**src/rtl/piso_shift_stream.sv**
```systemverilog
// Parallel-in/serial-out shifter with a valid/ready load handshake.
// Streams WIDTH-bit words one bit at a time, each bit held BIT_CYCLES clocks, with no gap between words.
module piso_shift_stream #(
   parameter int WIDTH      = 8,
   parameter bit MSB_FIRST  = 1'b1,
   parameter int BIT_CYCLES = 1,
   parameter bit IDLE_LEVEL = 1'b0
) (
   input  logic             clk,
   input  logic             rst,
   input  logic [WIDTH-1:0] in_data,
   input  logic             in_valid,
   output logic             in_ready,
   output logic             ser_out,
   output logic             ser_valid,
   output logic             last_bit,
   output logic             busy
);

   localparam int BW = $clog2(WIDTH);
   localparam int CW = (BIT_CYCLES > 1) ? $clog2(BIT_CYCLES) : 1;
   localparam logic [BW-1:0] BIT_LAST = BW'(WIDTH - 1);
   localparam logic [BW-1:0] BIT_PEN  = BW'(WIDTH - 2);
   localparam logic [CW-1:0] CYC_LAST = CW'(BIT_CYCLES - 1);

   typedef enum logic {IDLE, SHIFT} state_t;

   state_t           state, state_nxt;
   logic [WIDTH-1:0] shreg;
   logic [BW-1:0]    bit_cnt;
   logic [CW-1:0]    cyc_cnt;
   logic             cyc_wrap;
   logic             final_slot;
   logic             accept;

   function automatic logic first_bit(input logic [WIDTH-1:0] word);
      return MSB_FIRST ? word[WIDTH-1] : word[0];
   endfunction

   // Bit that becomes current once the register advances by one position.
   function automatic logic next_bit(input logic [WIDTH-1:0] word);
      return MSB_FIRST ? word[WIDTH-2] : word[1];
   endfunction

   function automatic logic [WIDTH-1:0] advance(input logic [WIDTH-1:0] word);
      return MSB_FIRST ? (word << 1) : (word >> 1);
   endfunction

   always_ff @(posedge clk or negedge rst) begin
      if (!rst) state <= IDLE;
      else      state <= state_nxt;
   end

   always_comb begin
      state_nxt  = state;
      cyc_wrap   = (cyc_cnt == CYC_LAST);
      final_slot = (state == SHIFT) && (bit_cnt == BIT_LAST) && cyc_wrap;
      in_ready   = (state == IDLE) || final_slot;
      accept     = in_valid && in_ready;
      case (state)
         IDLE:    if (accept) state_nxt = SHIFT;
         SHIFT:   if (final_slot && !accept) state_nxt = IDLE;
         default: state_nxt = IDLE;
      endcase
   end

   // An accept in the final slot reloads directly, so the next word follows without a bubble.
   always_ff @(posedge clk or negedge rst) begin
      if (!rst) begin
         shreg     <= '0;
         bit_cnt   <= '0;
         cyc_cnt   <= '0;
         ser_out   <= IDLE_LEVEL;
         ser_valid <= 1'b0;
         last_bit  <= 1'b0;
      end else if (accept) begin
         shreg     <= in_data;
         bit_cnt   <= '0;
         cyc_cnt   <= '0;
         ser_out   <= first_bit(in_data);
         ser_valid <= 1'b1;
         last_bit  <= 1'b0;
      end else if (state == SHIFT) begin
         if (final_slot) begin
            shreg     <= '0;
            bit_cnt   <= '0;
            cyc_cnt   <= '0;
            ser_out   <= IDLE_LEVEL;
            ser_valid <= 1'b0;
            last_bit  <= 1'b0;
         end else if (cyc_wrap) begin
            shreg    <= advance(shreg);
            ser_out  <= next_bit(shreg);
            bit_cnt  <= bit_cnt + BW'(1);
            cyc_cnt  <= '0;
            last_bit <= (bit_cnt == BIT_PEN);
         end else begin
            cyc_cnt <= cyc_cnt + CW'(1);
         end
      end
   end

   assign busy = ser_valid;

endmodule
```
**config.mk**
```make
export PLATFORM = sky130hd
export DESIGN_NAME = piso_shift_stream
export DESIGN_NICKNAME = d
export VERILOG_FILES = /design/src/rtl/piso_shift_stream.sv
export SDC_FILE = /design/constraint.sdc
export NUM_CORES = 1
export LEC_CHECK = 0
export ABC_CLOCK_PERIOD_IN_PS = 1800
export CORE_MARGIN = 2
export CORE_UTILIZATION = 49
export DETAILED_ROUTE_END_ITERATION = 6
export GPL_ROUTABILITY_DRIVEN = 1
export PLACE_DENSITY = 0.78
export RECOVER_POWER = 50
export SYNTH_ARGS = -nofsm -noshare
export SYNTH_HDL_FRONTEND = slang
export SYNTH_SLANG_ARGS = --single-unit
```
**constraint.sdc**
```tcl
create_clock -name clk -period 1.8 [get_ports clk]
set_input_delay 0.36 -clock clk [delete_from_list [all_inputs] [get_ports clk]]
set_output_delay 0.36 -clock clk [all_outputs]
set_load 0.01 [all_outputs]
```
==> summary.md <==
| Metric | Value |
|---|---|
| Primary FF master, synth | dfrtp_1 |
| Fin crit share | 95.78% |
| Static leakage | 0.4351 nW |
| F_max | 580.0 MHz |
| Count of cell types in the netlist | 16 |
| HP Class | reg -> reg |
| TritonCTS buffer count | 3 |
| Clk_lat worst skew | 0.28 ns |
| Number of diodes | 0 |
| CP cell instances | ha_1 -> ha_1 -> nand2b_1 -> buf_2 |
| WHS Endpoint | last_bit$_DFFE_PN0P_ |
| Yosys reg bits | 14 |
| Die area | 1937 um^2 |
| Port buffer count | 15 |
| Vias in the first global route | 659 |
| Top post-synthesis cells by count | 14 x dfrtp_1, 9 x mux2i_1, 8 x inv_1, 8 x nand3_1, 7 x o221ai_2 |
| First-pass GRT wire length | 2587 um |
| Core ar. | 1506 um^2 |
| CP max stage delay | 0.39 ns |
| Min-Delay Startpoint | last_bit$_DFFE_PN0P_ |
| Clk sinks | 14 |
| Minimum clock period | 1.724 ns |
| Slowest stage cell on the critical path | dfrtp_1 |
| Largest net degree at the start of global routing | 22 |
| Vias | 608 |
| Crit path max fanout | 2 |
| Layout area overhead | 24.88% |
| Final #Nets | 104 |
| Layout Utilization | 65.03% |
| Sequential area share after synthesis | 44.66% |
| Unrepaired setup endpoints after global routing | false |
| Startpoint Class | register |
| Final Skew | 0.005684 ns |
| Post-DRT Antenna Nets | 0 |
| Cells after synthesis | 69 |
| Max Transition Viols Final | 0 |
| Sequential Area | 350.3 um^2 |
| CTS H-tree lvls | 1 |
| Syn Std Cell Area | 784.5 um^2 |
| Detailed Place HPWL | 1075 um |
| Power Density | 1359 nW/um^2 |
| I/O pin total | 16 |
| Share of cells above drive strength 1 | 18.18% |
| Avg WL per Cell | 14.50 um |
| Initial antenna violation count | 0 |
| Routability Congestion | 0.7063 |
| EDFF count, synth | 0 |
| Setup TNS | 0 ns |
| Worst Tran Pin Value | 0.7380 ns |
| Final Setup Violations | 0 |
| Slack of the critical path | 0.07595 ns |
| Final Hold Vio Count | 0 |
| Area of the multi-input gates | 354.1 um^2 |
| DRC | 0 |
| Height of the die | 44.01 um |
| Crit. End Element | output pin |
| Initial Utilization | 52.08% |
| Kind of critical path | reg -> out |
| Starting DRT DRC Count | 5 |
| Grt ovf | 0 |
| Peak supply drop | 707.1 uV |
| DP Worst Slack | 0.02421 ns |
| Fill count | 138 |
| Post-synth ARST share | 100.0% |
| Max Cap Viol | 0 |
| Yosys warns | 0 |
| Slew headroom | 50.80% |
| Reg-to-reg critical path startpoint | bit_cnt[1]$_DFFE_PN0P_ |
| Synthesized area per cell | 11.37 um^2 |
| CP bufs+invs | 1 |
| Yosys top cell by area | dfrtp_1 |
| Die X | 44.01 um |
| Top cell type's share of synthesized area | 44.66% |
| First-pass DRT Iterations | 4 |
| GRT Total Usage | 18.36% |
| Hold WS | 0.4925 ns |
| Worst Path Arrival | 1.36 ns |
| Reg2reg path depth | 5 |
| CTS clk-pin slew, worst paths | 0.08 ns |
| Critical R2R Capture | bit_cnt[1]$_DFFE_PN0P_ |
| Final WL | 1508 um |
| Mapped Nets | 83 |
| Outcome | complete, no violations |
| Worst hold path depth | 1 |
| Top area cells in the synthesized netlist | dfrtp_1 45%, o221ai_2 13%, mux2i_1 11% |
| Kind of cell adding the most delay to the critical path | adder cells |
| Root buffer cell | clkbuf_4 |
| CTS Hold Buffers Added | 0 |
| Clk buf depth | 2 |
| Count leader, synth | dfrtp_1 |
| CTS tree | built |
| Core Rows | 14 |
| Via/cell ratio | 5.846 |
| Top cell by count, worst path | ha_1 |
| Reg-to-reg slack, setup | 0.22 ns |
| Worst path required time | 1.44 ns |
per-stage QoR:
step	area, um^2	total power [mW]	cells
after floorplan	784.5	0.9411	69
after global placement	962.2	1.132	100
after detailed placement	962.2	1.165	100
after CTS	987.2	1.353	104
after global routing	979.7	1.419	104
final	979.7	1.332	104
layout by cell type, fill, tap and decap left out, types with 3 or more instances in the layout:
cell type,count
clkbuf_4,3
dfrtp_1,14
inv_1,8
mux2i_1,9
o221ai_2,7
nand3_1,8
nor2_1,3
ha_1,3
clkdlybuf4s50_1,13
buf_4,4
state kept, by name (all words and copies together), names as in the netlist:
signal / cells
bit_cnt: 3
busy: 1
last_bit: 1
ser_out: 1
shreg: 7
state: 1
how the worst max path moves through the flow:
stage | cells past startpoint | start | slack [ns] | endpoint
floorplan | 4 | bit_cnt[0]$_DFFE_PN0P_ | 0.33 | in_ready
global placement | 4 | bit_cnt[1]$_DFFE_PN0P_ | 0.07 | in_ready
detailed placement | 4 | bit_cnt[1]$_DFFE_PN0P_ | 0.02 | in_ready
CTS | 4 | bit_cnt[0]$_DFFE_PN0P_ | 0.06 | in_ready
global route | 4 | bit_cnt[0]$_DFFE_PN0P_ | 0.03 | in_ready
finish | 4 | bit_cnt[0]$_DFFE_PN0P_ | 0.08 | in_ready
worst reg2reg max path, cell delays in order (launching register included):
cell and delay (ns):
dfrtp_1 0.37, ha_1 0.16, ha_1 0.15, clkbuf_1 0.44, a21oi_1 0.13, a22o_1 0.21
cell families after synthesis:
group	Yosys count	synth area share [%]
compound gates	14	19.78
fa+ha+maj	3	4.785
buf+inv	14	10.21
mux	9	11.48
simple gates	15	9.091
flops	14	44.66
timing repair:
| item | 4_1_cts | 5_1_grt |
|---|---|---|
| resized for setup | 4 | 0 |
| endpoints found under the setup margin | 1 | 0 |
| buffers inserted | 1 | 0 |
layer usage:
| metal | share of wire, % | vias to the layer above | global-route usage, % |
|---|---|---|---|
| met2 | 52 | 15 | 34.41 |
| met1 | 43 | 300 | 19.73 |
| met4 | 1.8 | 0 | 7.273 |
| met3 | 3.1 | 4 | 4.082 |
| met5 | 0 | - | 0 |
| li1 | - | 289 | - |
area by class of cell:
class | count | area share, %
Inverter | 8 | 3.065
Sequential cell | 14 | 35.76
Multi-Input combinational cell | 41 | 36.14
Tap cell | 16 | 2.043
Clock buffer | 3 | 2.299
Timing Repair Buffer | 22 | 20.69
power by group:
part / internal (mW) / leakage [nW] / switching (mW)
clock network: 0.0777 / 0.0138 / 0.102
logic: 0.331 / 0.241 / 0.315
registers: 0.433 / 0.180 / 0.0730
No activity file was read; power rests on OpenSTA's default activity.
